[src/rtl/kij_inst_sequencer.sv]
// kij_inst_sequencer: walks every kernel index through weight load, kernel
// load, activation load, execute and output drain, emitting one core
// instruction word per cycle. Every output is registered, so inst reflects
// the decision made at the previous clock edge.
module kij_inst_sequencer #(
  parameter int row      = 8,
  parameter int col      = 8,
  parameter int len_kij  = 9,
  parameter int len_nij  = 36,
  parameter int xaddr_bw = 11,
  parameter int paddr_bw = 12
) (
  input  logic                clk,
  input  logic                reset,
  input  logic                start,
  input  logic [xaddr_bw-1:0] w_base,
  input  logic [xaddr_bw-1:0] a_base,
  input  logic                dbi_mode,
  input  logic                ofifo_valid,
  output logic [50:0]         inst,
  output logic                busy,
  output logic                done,
  output logic [3:0]          kij_idx
);

  // All SRAM chip/write enables deasserted (active-low), everything else 0.
  localparam logic [50:0] IDLE_INST = (51'd1 << 19) | (51'd1 << 18) |
                                      (51'd1 << 33) | (51'd1 << 32) |
                                      (51'd1 << 47) | (51'd1 << 46) |
                                      (51'd1 << 50) | (51'd1 << 49);

  // Longest in-state count: kernel load+flush or activation load.
  localparam int TMAX = (row + col > len_nij + 1) ? row + col : len_nij + 1;
  localparam int TW   = $clog2(TMAX + 1);
  localparam int DW   = $clog2(len_nij + 1);

  typedef enum logic [2:0] {
    S_IDLE, S_WLD, S_KLD, S_ALD, S_EXE, S_WAIT, S_DRN, S_DONE
  } state_t;

  state_t              state;
  logic [TW-1:0]       t;
  logic [xaddr_bw-1:0] w_base_r;
  logic [xaddr_bw-1:0] a_base_r;
  logic                dbi_r;
  logic [DW-1:0]       rd_cnt;   // ofifo reads issued this kij
  logic [DW-1:0]       wr_cnt;   // psum writes issued this kij (d)
  logic                pend;     // a read was issued last cycle; write owed

  logic [xaddr_bw-1:0] w_tile;
  logic [paddr_bw-1:0] p_tile;
  logic [50:0]         run_idle;

  // Per-kij base addresses; wrap silently at the address width.
  assign w_tile   = w_base_r + xaddr_bw'(kij_idx) * xaddr_bw'(row);
  assign p_tile   = paddr_bw'(kij_idx) * paddr_bw'(len_nij);
  assign run_idle = IDLE_INST | {2'b0, dbi_r, 48'b0};

  // Phase sequencing and registered instruction generation.
  always_ff @(posedge clk) begin
    if (reset) begin
      state    <= S_IDLE;
      t        <= '0;
      kij_idx  <= '0;
      busy     <= 1'b0;
      done     <= 1'b0;
      inst     <= IDLE_INST;
      w_base_r <= '0;
      a_base_r <= '0;
      dbi_r    <= 1'b0;
      rd_cnt   <= '0;
      wr_cnt   <= '0;
      pend     <= 1'b0;
    end else begin
      done <= 1'b0;
      inst <= run_idle;
      case (state)
        S_IDLE: begin
          inst <= IDLE_INST;
          if (start) begin
            w_base_r <= w_base;
            a_base_r <= a_base;
            dbi_r    <= dbi_mode;
            kij_idx  <= '0;
            t        <= '0;
            busy     <= 1'b1;
            inst     <= IDLE_INST | {2'b0, dbi_mode, 48'b0};
            state    <= S_WLD;
          end
        end
        S_WLD: begin
          if (t < TW'(row)) begin
            inst[19]            <= 1'b0;
            inst[18]            <= 1'b1;
            inst[7 +: xaddr_bw] <= w_tile + xaddr_bw'(t);
          end
          // SRAM data lands one cycle after the read, so the L0 write lags.
          if (t != '0) inst[2] <= 1'b1;
          if (t == TW'(row)) begin
            t     <= '0;
            state <= S_KLD;
          end else t <= t + 1'b1;
        end
        S_KLD: begin
          if (t < TW'(row)) begin
            inst[3] <= 1'b1;
            inst[0] <= 1'b1;
          end
          if (t == TW'(row + col - 1)) begin
            t     <= '0;
            state <= S_ALD;
          end else t <= t + 1'b1;
        end
        S_ALD: begin
          if (t < TW'(len_nij)) begin
            inst[19]            <= 1'b0;
            inst[18]            <= 1'b1;
            inst[7 +: xaddr_bw] <= a_base_r + xaddr_bw'(t);
          end
          if (t != '0) inst[2] <= 1'b1;
          if (t == TW'(len_nij)) begin
            t     <= '0;
            state <= S_EXE;
          end else t <= t + 1'b1;
        end
        S_EXE: begin
          inst[3] <= 1'b1;
          inst[1] <= 1'b1;
          if (t == TW'(len_nij - 1)) begin
            t     <= '0;
            state <= S_WAIT;
          end else t <= t + 1'b1;
        end
        S_WAIT: begin
          if (ofifo_valid) begin
            rd_cnt <= '0;
            wr_cnt <= '0;
            pend   <= 1'b0;
            state  <= S_DRN;
          end
        end
        S_DRN: begin
          if (ofifo_valid && rd_cnt != DW'(len_nij)) begin
            inst[6] <= 1'b1;
            rd_cnt  <= rd_cnt + 1'b1;
            pend    <= 1'b1;
          end else pend <= 1'b0;
          if (pend) begin
            inst[33]            <= 1'b0;
            inst[32]            <= 1'b0;
            inst[20 +: paddr_bw] <= p_tile + paddr_bw'(wr_cnt);
            wr_cnt              <= wr_cnt + 1'b1;
            if (wr_cnt == DW'(len_nij - 1)) begin
              if (kij_idx == 4'(len_kij - 1)) state <= S_DONE;
              else begin
                kij_idx <= kij_idx + 4'd1;
                t       <= '0;
                state   <= S_WLD;
              end
            end
          end
        end
        S_DONE: begin
          inst  <= IDLE_INST;
          done  <= 1'b1;
          busy  <= 1'b0;
          state <= S_IDLE;
        end
        default: state <= S_IDLE;
      endcase
    end
  end

endmodule

[config.mk]
export PLATFORM = sky130hd
export DESIGN_NAME = kij_inst_sequencer
export DESIGN_NICKNAME = d
export VERILOG_FILES = /design/src/rtl/kij_inst_sequencer.sv
export SDC_FILE = /design/constraint.sdc
export NUM_CORES = 1
export LEC_CHECK = 0
export ABC_AREA = 1
export BUFFER_PORTS_ARGS = -buffer_cell sky130_fd_sc_hd__buf_2
export CORE_MARGIN = 1
export CORE_UTILIZATION = 51
export CTS_CLUSTER_DIAMETER = 50
export DETAILED_ROUTE_END_ITERATION = 10
export PLACE_DENSITY = 0.77
export SETUP_SLACK_MARGIN = 0.5
export SLEW_MARGIN = 25
export SYNTH_ARGS = -nofsm -noshare
export SYNTH_HDL_FRONTEND = slang
export SYNTH_SLANG_ARGS = --single-unit
[constraint.sdc]
create_clock -name clk -period 2 [get_ports clk]
set_input_delay 0.1 -clock clk [delete_from_list [all_inputs] [get_ports clk]]
set_output_delay 0.1 -clock clk [all_outputs]
set_load 0.01 [all_outputs]
### After elaboration in Yosys (flattened, before gate mapping)

Cells that the tools add are included.

* multipliers: 1
* $add $sub $neg: 8
* $lt $le $gt $ge: 2
* equality and inequality tests: 24
* bitwise gates (word level): 1
* reduce and logical (&&, ||, !) cells: 17
* multiplexer cells: 49

Operators with widths (count)
* $mux 6: 11
* $mux 49: 1
* $pmux 13 s3: 1
* $pmux 6 s6: 1
* $pmux 17 s2: 1
* $pmux 14 s2: 1
* $mux 3: 9
* $mux 13: 2
* $pmux 3 s8: 1
* $pmux 6 s2: 2
* $add 11x6->11: 2
* $ne 2x2->1 const B: 10
* $add 6x1->6 const B: 3
* $eq 6x6->1 const B: 3
* $mux 4: 4
* $mux 14: 1
* $eq 3x3->1 const B: 4
* $eq 6x4->1 const B: 2
* $pmux 1 s2: 6
* $reduce_bool 6->1: 2
* $add 10x6->11: 1
* $add 11x7->11: 1
* $reduce_and 5->1: 2
* $mul 4x4->8 const B: 1
* 18 further kinds: 30

* word-level logic and storage cells: 115
* bits in registers: 102
* input port bits: 27
* output and inout bits: 57

### Depth between registers and ports, before layout

Gate-level depths: netlist of run 1.

* depth after elaboration: 5
* gate-level depth with buffers: 11
* depth with buffers taken out: 11

### Worst setup path before layout of run 1

Ideal clock, no wire load.

* path type: register to register
* start point: register kij_idx[0]
* end point: register inst[11]
* data arrival time: 1892 ps
* stages on the path, launching flop included: 8
* path slack: -24 ps
* buffers on the path: 0
* clock period less this slack: 2024 ps
* library setup time: 132 ps
* data required time: 1868 ps
* path through: dfxtp_1 fa_1 ha_1 nand3_1 nand3_1 or2_2 nand3_1 a21oi_1

* word-level cells in the longest chain between the ends: 4

Ends and longest elaborated chain
* from (decl): line 23 `output logic [3:0] kij_idx`
* from (signal assigned): line 156 `kij_idx <= kij_idx + 4'd1;`
* $add 11x7->11: line 55 `assign w_tile = w_base_r + xaddr_bw'(kij_idx) * xaddr_bw'(row);`
* $add 11x6->11: line 95 `inst[7 +: xaddr_bw] <= w_tile + xaddr_bw'(t);`
* $mux 13: line 92 `if (t < TW'(row)) begin`
* $pmux 13 s3: line 77 `case (state)`
* to (signal assigned): line 76 `inst <= run_idle;`
* to (signal assigned): line 87 `inst <= IDLE_INST | {2'b0, dbi_mode, 48'b0};`
* to (signal, indexed assignment): line 95
* to (decl): line 20 `output logic [50:0] inst,`

Every way passes these cells.
A chain may end at the register's enable or synchronous reset.

### Final worst setup path of run 1

* start point: register t[5]
* end point: register inst[17]

* word-level cells in the longest chain between the ends: 3
* elaborated cells on any way between the ends: 7
* those cells by class: 2 x add/sub; 2 x order compare; 3 x mux

Ends and longest elaborated chain
* from (decl): line 42 `logic [TW-1:0] t;`
* from (signal assigned): line 102 `end else t <= t + 1'b1;`
* from (signal assigned): line 112 `end else t <= t + 1'b1;`
* from (signal assigned): line 124 `end else t <= t + 1'b1;`
* $add 11x6->11, or another cell as far along: line 118 `inst[7 +: xaddr_bw] <= a_base_r + xaddr_bw'(t);`
* $mux 13 (on tied branches): line 115, 92
* $pmux 13 s3 (*): line 77
* to (signal assigned): line 76
* to (signal assigned): line 87
* to (signal, indexed assignment): line 118

Mark *: on every way between the ends. The rest lies on a longest branch, timed or not.

==> reports/qor.txt, run 1 <==
status: finished clean
WP data arrival: 2.14 ns
Syn Area/Cell: 7.19 µm²
yosys warns: 0
CTS Root Cell: clkbuf_8
Seq cells post-synth: 81
# DRC: 0
full die area: 0.00945 mm²
TritonCTS buffer count: 9
post-synthesis sequential area ratio: 35.1%
peak fanout along the critical path: 5
placement row count: 34
post-route antenna net violation count: 0
Setup-failing EPs final: 0
fillers: 679
Highest Clock Rate: 525 MHz
share of layout cells above drive strength 1: 32.1%
clock slew at reported path FFs: 0.08 ns
Max rail drop VDD: 0.000432 V
Synth cell types: 42
Flop pwr share: 37.9%
Synth Cell Area: 0.00462 mm²
antenna diode count: 0
Worst setup SP type: flop
NetSw: 1990 µW
setup repair after global routing missed its margin: yes
Core ar.: 0.00876 mm²
Starting Density: 52.7%
CTS sink cnt: 81
total number of vias: 4,614
internal power: 3380 µW
Mapped Cells: 643
Post-synth EDFFs: 0
initial antenna violation count: 0
htree depth: 3
most common cell after layout, fill and taps aside: nand2_1
Tot Pwr: 5360 µW
GRT Residual Overflow: 0
number of global-route vias before repair: 4,466
main flop type after synthesis: dfxtp_1
Sw Ratio: 37.1%
Tcrit/Tclk final: 95.2%
post-DR vias/cell: 5.38
largest net degree at the start of global routing: 30
Total GRT Usage: 25.8%
WL final: 12,300 µm
endpoints failing hold: 0
CTS tree: done
GP Congestion: 0.881
port buffer count: 63
Initial DRT Pass Iterations: 7
Hold WC Path Type: in -> reg
Synth async-reset ratio: 0%
clock network fraction of total power: 27.2%
Clock Skew: 0.00861 ns
min Tclk post-route: 1.90 ns
I/O Pins: 84
Leak: 0.00279 µW
first-pass GRT wire length: 19,800 µm
Chip Height: 97.2 µm
slack of the critical path: 0.0952 ns
Max Root-Sink Buffers: 2
CP endpoint kind: flop
PD cells: 877 mW/mm²
WL per Instance: 14.3 µm
drt initial violations: 180
combinational share of power: 34.9%
Fin Setup TNS: 0 ns
Final Max Tran Viols: 0
Setup Slack @ Placement: 0.103 ns
Max-cap violations: 0
Post-DP HPWL: 8130 µm
width of the die: 97.2 µm
CP Data Required Time: 2.24 ns
commonest cells after routing, fill and taps aside: nand2_1, nor2_1, dfxtp_1, buf_2
nets: 809
clk_lat worst skew: 0.37 ns
Syn-to-layout area delta: 32.4%
Crit Path Class: reg -> reg
==> worst max-delay path: stages (launching register included) <==
cell and delay [ns]:
dfxtp_4 0.40, fa_2 0.48, ha_4 0.33, nand2_4 0.06, inv_2 0.05, nand2_1 0.05, nand2_1 0.10, nand2_2 0.07
nand3_1 0.07, nand2_1 0.05, nand3_1 0.06, a21oi_1 0.06
==> synth_stat cells, types with 11 or more instances <==
cell	count	area, µm²
nand2_2	11	68.8
nor2_1	93	349
buf_4	22	165
nand3_1	53	265
a21oi_1	60	300
dfxtp_1	81	1620
o21ai_0	35	175
nand4_1	12	75.1
inv_1	55	206
nand2_1	120	450
ha_1	31	388
==> registers in the layout, summed over array words and instances (netlist names) <==
signal / cells
rd_cnt: 6
kij_idx: 4
pend: 1
state: 3
a_base_r: 11
done: 1
t: 6
wr_cnt: 6
busy: 1
w_base_r: 11
dbi_r: 1
inst: 30
==> metal layers <==
| layer | vias to the layer above | share of wire, % | global-route usage [%] |
|---|---|---|---|
| met1 | 2150 | 42 | 28.7 |
| li1 | 2271 | - | - |
| met5 | - | 0 | 0 |
| met2 | 155 | 51 | 47.6 |
| met4 | 0 | 3.1 | 11.0 |
| met3 | 38 | 4.5 | 4.89 |
==> worst paths after layout <==
path / slack, ns / cells after the start / end / from
max: 0.1 / 11 / inst[17] / t[5]
min reg2reg: 0.47 / 2 / dbi_r / dbi_r
max reg2reg: 0.1 / 11 / inst[17] / t[5]
min: 0.008 / 3 / w_base_r[10] / w_base[10]
==> power groups by stage <==
| stage | clock network, µW | registers, µW | logic, µW |
|---|---|---|---|
| global placement | 0 | 2040 | 1470 |
| finish | 1460 | 2030 | 1870 |
| global route | 1540 | 2060 | 2070 |
| detailed placement | 0 | 2050 | 1520 |
| CTS | 1470 | 2010 | 1730 |
| floorplan | 0 | 2010 | 1190 |
==> area by class of cell <==
cell class / count / area (µm²) / area share [%]
clock buffers: 11 / 163 / 2.66
clock inverters: 5 / 83.8 / 1.37
inverters: 64 / 254 / 4.15
multi-input cells: 483 / 3090 / 50.5
flip-flops and latches: 81 / 1670 / 27.3
well taps: 108 / 135 / 2.21
repair buffers: 106 / 722 / 11.8
==> through the flow <==
step | hold slack [ns] | std cells | cell area (µm²) | utilization (%)
after detailed placement | 0.326 | 805 | 5110 | 58.4
after global routing | 0.0128 | 858 | 6120 | 69.8
after global placement | 0.321 | 805 | 5110 | 58.4
final | 0.00844 | 858 | 6120 | 69.8
after CTS | 0.00437 | 855 | 5890 | 67.2
after floorplan | 0.235 | 661 | 4820 | -
==> timing repair <==
action | CTS | global route
pin swaps | 32 | 16
hold buffers | 15 | 0
endpoints found under the setup margin | 28 | 38
setup buffers | 19 | 3
resized for setup | 58 | 61
cloned | 0 | 0
endpoints found under the hold margin | 15 | 0
==> cell families after synthesis <==
| logic type | count (synthesis) | share of synthesized area (%) |
|---|---|---|
| buffers and inverters | 97 | 9.88 |
| flip-flops | 81 | 35.1 |
| XOR/XNOR | 8 | 1.52 |
| adder cells (fa/ha/maj) | 37 | 11.0 |
| AO/OA/AOI/OAI | 107 | 12.0 |
| AND/OR/NAND/NOR | 311 | 30.3 |
| other | 2 | 0.162 |
Note: power is estimated with default switching activity, not from simulation.
==> run 2: changes to the inputs <==
--- a/config.mk
+++ b/config.mk
@@ -8,10 +8,10 @@
 export ABC_AREA = 1
 export BUFFER_PORTS_ARGS = -buffer_cell sky130_fd_sc_hd__buf_2
 export CORE_MARGIN = 1
-export CORE_UTILIZATION = 51
+export CORE_UTILIZATION = 56
 export CTS_CLUSTER_DIAMETER = 50
 export DETAILED_ROUTE_END_ITERATION = 10
-export PLACE_DENSITY = 0.77
+export PLACE_DENSITY = 0.8
 export SETUP_SLACK_MARGIN = 0.5
 export SLEW_MARGIN = 25
 export SYNTH_ARGS = -nofsm -noshare
==> constraint.sdc (replaced) <==
create_clock -name clk -period 1.87 [get_ports clk]
set_input_delay 0.0935 -clock clk [delete_from_list [all_inputs] [get_ports clk]]
set_output_delay 0.0935 -clock clk [all_outputs]
set_load 0.01 [all_outputs]
==> run 2 against run 1 <==
Against the previous run:
- the run now ends with negative hold slack, negative setup slack left
- maximum frequency fell by 6.0%
- register-to-register slack got worse by 0.25 ns
- combinational power rose by 32%
- worst setup slack got worse by 0.25 ns
- cell count rose by 2.0%
- utilization rose by 14 points
- highest routed layer unchanged
==> reports/qor.txt, run 2 (synthesis results as in run 1) <==
status: finished with violations (was finished clean)
violated checks: negative hold slack, negative setup slack
Core ar.: 0.00785 mm² (was 0.00876 mm²)
width of the die: 92.9 µm (was 97.2 µm)
initial antenna violation count: 0 (unchanged)
Tcrit/Tclk final: 108% (was 95.2%)
CTS tree: done (unchanged)
clk_lat worst skew: 0.37 ns (about the same)
share of layout cells above drive strength 1: 39.6% (was 32.1%)
Initial DRT Pass Iterations: 6 (was 7)
slack of the critical path: -0.157 ns (was 0.0952 ns)
Total GRT Usage: 29.7% (was 25.8%)
FF-to-FF path depth: 7 (was 11)
Clock Skew: 0.0125 ns (was 0.00861 ns)
CTS Root Cell: clkbuf_8 (unchanged)
Highest Clock Rate: 493 MHz (was 525 MHz)
I/O Pins: 84 (unchanged)
GP Congestion: 0.867 (was 0.881)
largest net degree at the start of global routing: 27 (was 30)
WL final: 15,600 µm (was 12,300 µm)
Setup-failing EPs final: 8 (was 0)
nets: 832 (was 809)
Worst setup SP type: flop (unchanged)
Post-DP HPWL: 8120 µm (was 8130 µm)
Final Cell Area: 0.00660 mm² (was 0.00612 mm²)
largest registers: inst (30), a_base_r (11), w_base_r (11) (unchanged)
Leak: 0.00302 µW (was 0.00279 µW)
WL per Instance: 17.8 µm (was 14.3 µm)
min Tclk post-route: 2.03 ns (was 1.90 ns)
hold_sp: a_base[10] (was w_base[10])
Max Root-Sink Buffers: 2 (unchanged)
Rel. slew slack: 55.5%
hold path depth: 3 (unchanged)
commonest cells after routing, fill and taps aside: nand2_1, nor2_1, buf_2 (was nand2_1, nor2_1, dfxtp_1, buf_2)
Worst-Margin Slew: 0.666 ns
number of global-route vias before repair: 4,597 (was 4,466)
port buffer count: 63 (unchanged)
full die area: 0.00862 mm² (was 0.00945 mm²)
max FFs per register: 30 (unchanged)
Max-cap violations: 0 (unchanged)
total number of vias: 5,151 (was 4,614)
antenna diode count: 0 (unchanged)
Max rail drop VDD: 0.000586 V (was 0.000432 V)
first-pass GRT wire length: 20,400 µm (was 19,800 µm)
reg-to-reg critical path startpoint: w_base_r[4] (was t[5])
CP endpoint kind: flop (unchanged)
Starting Density: 58.9% (was 52.7%)
post-route antenna net violation count: 0 (unchanged)
GRT Residual Overflow: 0 (unchanged)
cell area after placement: 0.00520 mm² (was 0.00511 mm²)
WHS Endpoint: a_base_r[10] (was w_base_r[10])
RR Endpoint: inst[12] (was inst[17])
Syn-to-layout area delta: 42.7% (was 32.4%)
Crit Path Class: reg -> reg (unchanged)
Layout Cells excl Fill: 875 (was 858)
Setup Slack @ Placement: -0.00154 ns (was 0.103 ns)
placement row count: 32 (was 34)
fillers: 419 (was 679)
# DRC: 0 (unchanged)
TritonCTS buffer count: 9 (unchanged)
Chip Height: 92.9 µm (was 97.2 µm)
Placed Cells: 809 (was 805)
drt initial violations: 486 (was 180)
PD cells: 930 mW/mm² (was 877 mW/mm²)
largest register by flop count: inst (unchanged)
Final Max Tran Viols: 0 (unchanged)
setup repair after global routing missed its margin: yes (unchanged)
clock slew at reported path FFs: 0.09 ns (was 0.08 ns)
most common cell after layout, fill and taps aside: nand2_1 (unchanged)
peak fanout along the critical path: 5 (unchanged)
CP Data Required Time: 2.17 ns (was 2.24 ns)
htree depth: 3 (unchanged)
post-DR vias/cell: 5.89 (was 5.38)
WHS: -0.00162 ns (was 0.00844 ns)
Hold WC Path Type: in -> reg (unchanged)
endpoints failing hold: 1 (was 0)
CTS sink cnt: 81 (unchanged)
r2r setup slk: -0.16 ns (was 0.1 ns)
WP data arrival: 2.32 ns (was 2.14 ns)
-- run 2: cell types whose count changed in the layout (fill, tap and decap cells not counted), sizes merged --
cell,previous run,this run
buf,91,113
clkinv,1,4
bufinv,2,1
clkinvlp,2,1
dlygate4sd3,15,14
nand2,132,133
-- run 2: through the flow --
step / utilization [%] / power (µW) / setup TNS [ns] / hold WS, ns
3_5_place_dp: 66.2 / 3830 / -0.00154 / 0.322
5_1_grt: 84.0 / 6410 / -1.44 / 0.0102
4_1_cts: 76.3 / 5560 / -0.0113 / 0.00537
3_3_place_gp: 66.2 / 3760 / 0 / 0.315
6_report: 84.0 / 6140 / -0.566 / -0.00162
2_1_floorplan: - / 3430 / 0 / 0.228
-- run 2: critical path, stage by stage (launching register included) --
cell and delay [ns]:
dfxtp_2 0.34, fa_1 0.60, ha_4 0.25, a21oi_4 0.17
nand2_2 0.12, a21oi_1 0.18, o21ai_1 0.13, a21oi_1 0.16
-- run 2: per-layer routing --
| layer | part of all wire [%] | GRT usage (%) | wire, µm |
|---|---|---|---|
| met1 | 35 | 33.9 | 5480 |
| met2 | 51 | 53.1 | 7940 |
| met3 | 7.8 | 5.50 | 1210 |
| met4 | 6.2 | 14.2 | 975 |
| met5 | 0 | 0 | 0 |
-- run 2: timing repair --
action / CTS / global route
endpoints found under the hold margin: 14 / 0
gates resized for setup: 82 / 125
buffers inserted: 16 / 18
hold buffers: 14 / 0
endpoints found under the setup margin: 59 / 53
cloned: 0 / 2
pin swaps: 33 / 41
-- run 2: final cells by class --
cell class | count | area (µm²) | share of cell area (%)
clock buffers | 11 | 174 | 2.64
well taps | 102 | 128 | 1.94
multi-input cells | 484 | 3330 | 50.5
inverters | 64 | 290 | 4.40
repair inverters | 1 | 6.26 | 0.0949
flip-flops and latches | 81 | 1670 | 25.3
clock inverters | 5 | 57.6 | 0.873
repair buffers | 127 | 937 | 14.2
-- run 2: worst max path at each step --
| stage | from | end | slack, ns | cells past startpoint |
|---|---|---|---|---|
| finish | w_base_r[4] | inst[12] | -0.16 | 7 |
| global route | w_base_r[4] | inst[16] | -0.22 | 9 |
| CTS | w_base_r[3] | inst[11] | -0.01 | 7 |
| detailed placement | w_base_r[3] | inst[11] | -0.002 | 7 |
| global placement | w_base_r[3] | inst[17] | 0.06 | 11 |
| floorplan | kij_idx[0] | inst[11] | 0.1 | 7 |
-- run 2: power breakdown --
part	leakage (µW)	switching, µW	internal (µW)
sequential	0.000671	226	1970
clock	0.000116	703	780
combinational	0.00223	1490	970
==> run 3: changes to the inputs <==
--- a/config.mk
+++ b/config.mk
@@ -7,6 +7,7 @@
 export LEC_CHECK = 0
 export ABC_AREA = 1
 export BUFFER_PORTS_ARGS = -buffer_cell sky130_fd_sc_hd__buf_2
+export CORE_ASPECT_RATIO = 0.7
 export CORE_MARGIN = 1
 export CORE_UTILIZATION = 56
 export CTS_CLUSTER_DIAMETER = 50
==> constraint.sdc (replaced) <==
create_clock -name clk -period 2.32 [get_ports clk]
set_input_delay 0.116 -clock clk [delete_from_list [all_inputs] [get_ports clk]]
set_output_delay 0.116 -clock clk [all_outputs]
set_load 0.01 [all_outputs]
==> run 3 against run 2 <==
Against the previous run:
- the run ends with negative hold slack left
- global-route usage decreased by 1.9 points
- wire length decreased by 18%
- total power decreased by 24%
- highest routed layer unchanged
==> reports/qor.txt, run 3 (synthesis results as in run 1) <==
drt initial violations: 425 (was 486)
largest registers: inst (30), a_base_r (11), w_base_r (11) (unchanged)
WL per Instance: 15.2 µm (was 17.8 µm)
Max-cap violations: 0 (unchanged)
status: finished with violations (unchanged)
PD cells: 808 mW/mm² (was 930 mW/mm²)
placement row count: 27 (was 32)
initial antenna violation count: 0 (unchanged)
total number of vias: 4,625 (was 5,151)
WL final: 12,800 µm (was 15,600 µm)
number of global-route vias before repair: 4,059 (was 4,597)
Worst setup SP type: flop (unchanged)
share of layout cells above drive strength 1: 27.3% (was 39.6%)
Clock Skew: 0.00813 ns (was 0.0125 ns)
CP Data Required Time: 2.60 ns (was 2.17 ns)
violated checks: negative hold slack (was negative hold slack, negative setup slack)
CP endpoint kind: flop (unchanged)
most common cell after layout, fill and taps aside: nand2_1 (unchanged)
min Tclk post-route: 2.06 ns (was 2.03 ns)
internal power: 2940 µW (was 3720 µW)
clk_lat worst skew: 0.35 ns (was 0.37 ns)
post-DR vias/cell: 5.49 (was 5.89)
WHS: -0.00572 ns (was -0.00162 ns)
Hold WC Path Type: in -> reg (unchanged)
max FFs per register: 30 (unchanged)
Highest Clock Rate: 485 MHz (was 493 MHz)
Syn-to-layout area delta: 25.5% (was 42.7%)
antenna diode count: 0 (unchanged)
CTS tree: done (unchanged)
nets: 800 (was 832)
setup repair after global routing missed its margin: yes (unchanged)
Tcrit/Tclk final: 89.0% (was 108%)
GP Congestion: 0.884 (was 0.867)
Max rail drop VDD: 0.000690 V (was 0.000586 V)
CTS sink cnt: 81 (unchanged)
Flop pwr share: 37.4% (was 35.8%)
Sw Ratio: 37.3% (was 39.4%)
endpoints failing hold: 2 (was 1)
clock slew at reported path FFs: 0.06 ns (was 0.09 ns)
Crit Path Class: reg -> reg (unchanged)
WP data arrival: 2.34 ns (was 2.32 ns)
slack of the critical path: 0.256 ns (was -0.157 ns)
I/O Pins: 84 (unchanged)
full die area: 0.00863 mm² (was 0.00862 mm²)
combinational share of power: 33.5% (was 40.1%)
Setup-failing EPs final: 0 (was 8)
GRT Residual Overflow: 0 (unchanged)
port buffer count: 63 (unchanged)
width of the die: 111 µm (was 92.9 µm)
peak fanout along the critical path: 4 (was 5)
Final Cell Area: 0.00580 mm² (was 0.00660 mm²)
post-route antenna net violation count: 0 (unchanged)
Final Max Tran Viols: 0 (unchanged)
Post-DP HPWL: 8180 µm (was 8120 µm)
CTS Root Cell: clkbuf_16 (was clkbuf_8)
clock network fraction of total power: 29.1% (was 24.2%)
Total GRT Usage: 27.8% (was 29.7%)
cell area after placement: 0.00503 mm² (was 0.00520 mm²)
TritonCTS buffer count: 9 (unchanged)
largest register by flop count: inst (unchanged)
Initial DRT Pass Iterations: 5 (was 6)
Leak: 0.00275 µW (was 0.00302 µW)
# DRC: 0 (unchanged)
commonest cells after routing, fill and taps aside: nand2_1, nor2_1, dfxtp_1 (was nand2_1, nor2_1, buf_2)
Max Root-Sink Buffers: 2 (unchanged)
NetSw: 1750 µW (was 2420 µW)
first-pass GRT wire length: 19,100 µm (was 20,400 µm)
Core ar.: 0.00794 mm² (was 0.00785 mm²)
htree depth: 3 (unchanged)
largest net degree at the start of global routing: 21 (was 27)
Setup Slack @ Placement: 0.284 ns (was -0.00154 ns)
Chip Height: 78.0 µm (was 92.9 µm)
Starting Density: 58.2% (was 58.9%)
Fin Setup TNS: 0 ns (was -0.566 ns)
## run 3: routing by layer
metal,track usage (%),up-vias,wire length (µm)
li1,-,2257,-
met1,37.6,2098,5650
met2,43.4,231,5870
met3,7.49,39,954
met4,8.67,0,315
met5,0,-,0
## run 3: path summary, 6_finish.rpt
check / start / endpoint / slack [ns] / cells after the start
hold / removal: a_base[0] / a_base_r[0] / -0.006 / 3
setup reg to reg: w_base_r[3] / inst[17] / 0.26 / 11
hold reg to reg: busy / busy / 0.47 / 2
setup / recovery: w_base_r[3] / inst[17] / 0.26 / 11
## run 3: layout make-up
cell class,instances,area [µm²]
flip-flops and latches,81,1660
well taps,101,126
clock buffers,12,256
clock inverters,4,26.3
fillers,577,2140
inverters,64,248
repair buffers,97,591
multi-input cells,483,2900
## run 3: worst max-delay path: stages (launching register included)
cell,delay (ns)
dfxtp_2,0.34
fa_1,0.58
ha_4,0.24
nand2_4,0.08
nand2_1,0.07
nand2_2,0.06
nand2_2,0.07
nand2_2,0.07
nand3_1,0.10
nand2_1,0.13
nand3_2,0.10
a21oi_2,0.15
## run 3: repair_timing
| item | CTS | global route |
|---|---|---|
| pin swaps | 20 | 21 |
| hold buffers | 5 | 0 |
| setup buffers | 8 | 13 |
| gates resized for setup | 28 | 44 |
| endpoints found under the setup margin | 9 | 30 |
| hold endpoints to repair | 5 | 0 |
## run 3: power groups by stage
stage | sequential [µW] | clock, µW | combinational (µW)
after floorplan | 1730 | 0 | 1000
final | 1750 | 1360 | 1570
after CTS | 1730 | 1360 | 1380
after detailed placement | 1760 | 0 | 1290
after global routing | 1770 | 1420 | 1740
after global placement | 1760 | 0 | 1270
## run 3: metrics by stage
step           cells  util (%)  power (µW)  hold WS [ns]
2_1_floorplan    661         -        2730         0.251
3_3_place_gp     800      63.4        3020         0.339
3_5_place_dp     800      63.4        3050         0.343
4_1_cts          829      69.5        4470       0.00212
5_1_grt          842      73.1        4930        0.0212
6_report         842      73.1        4690      -0.00572
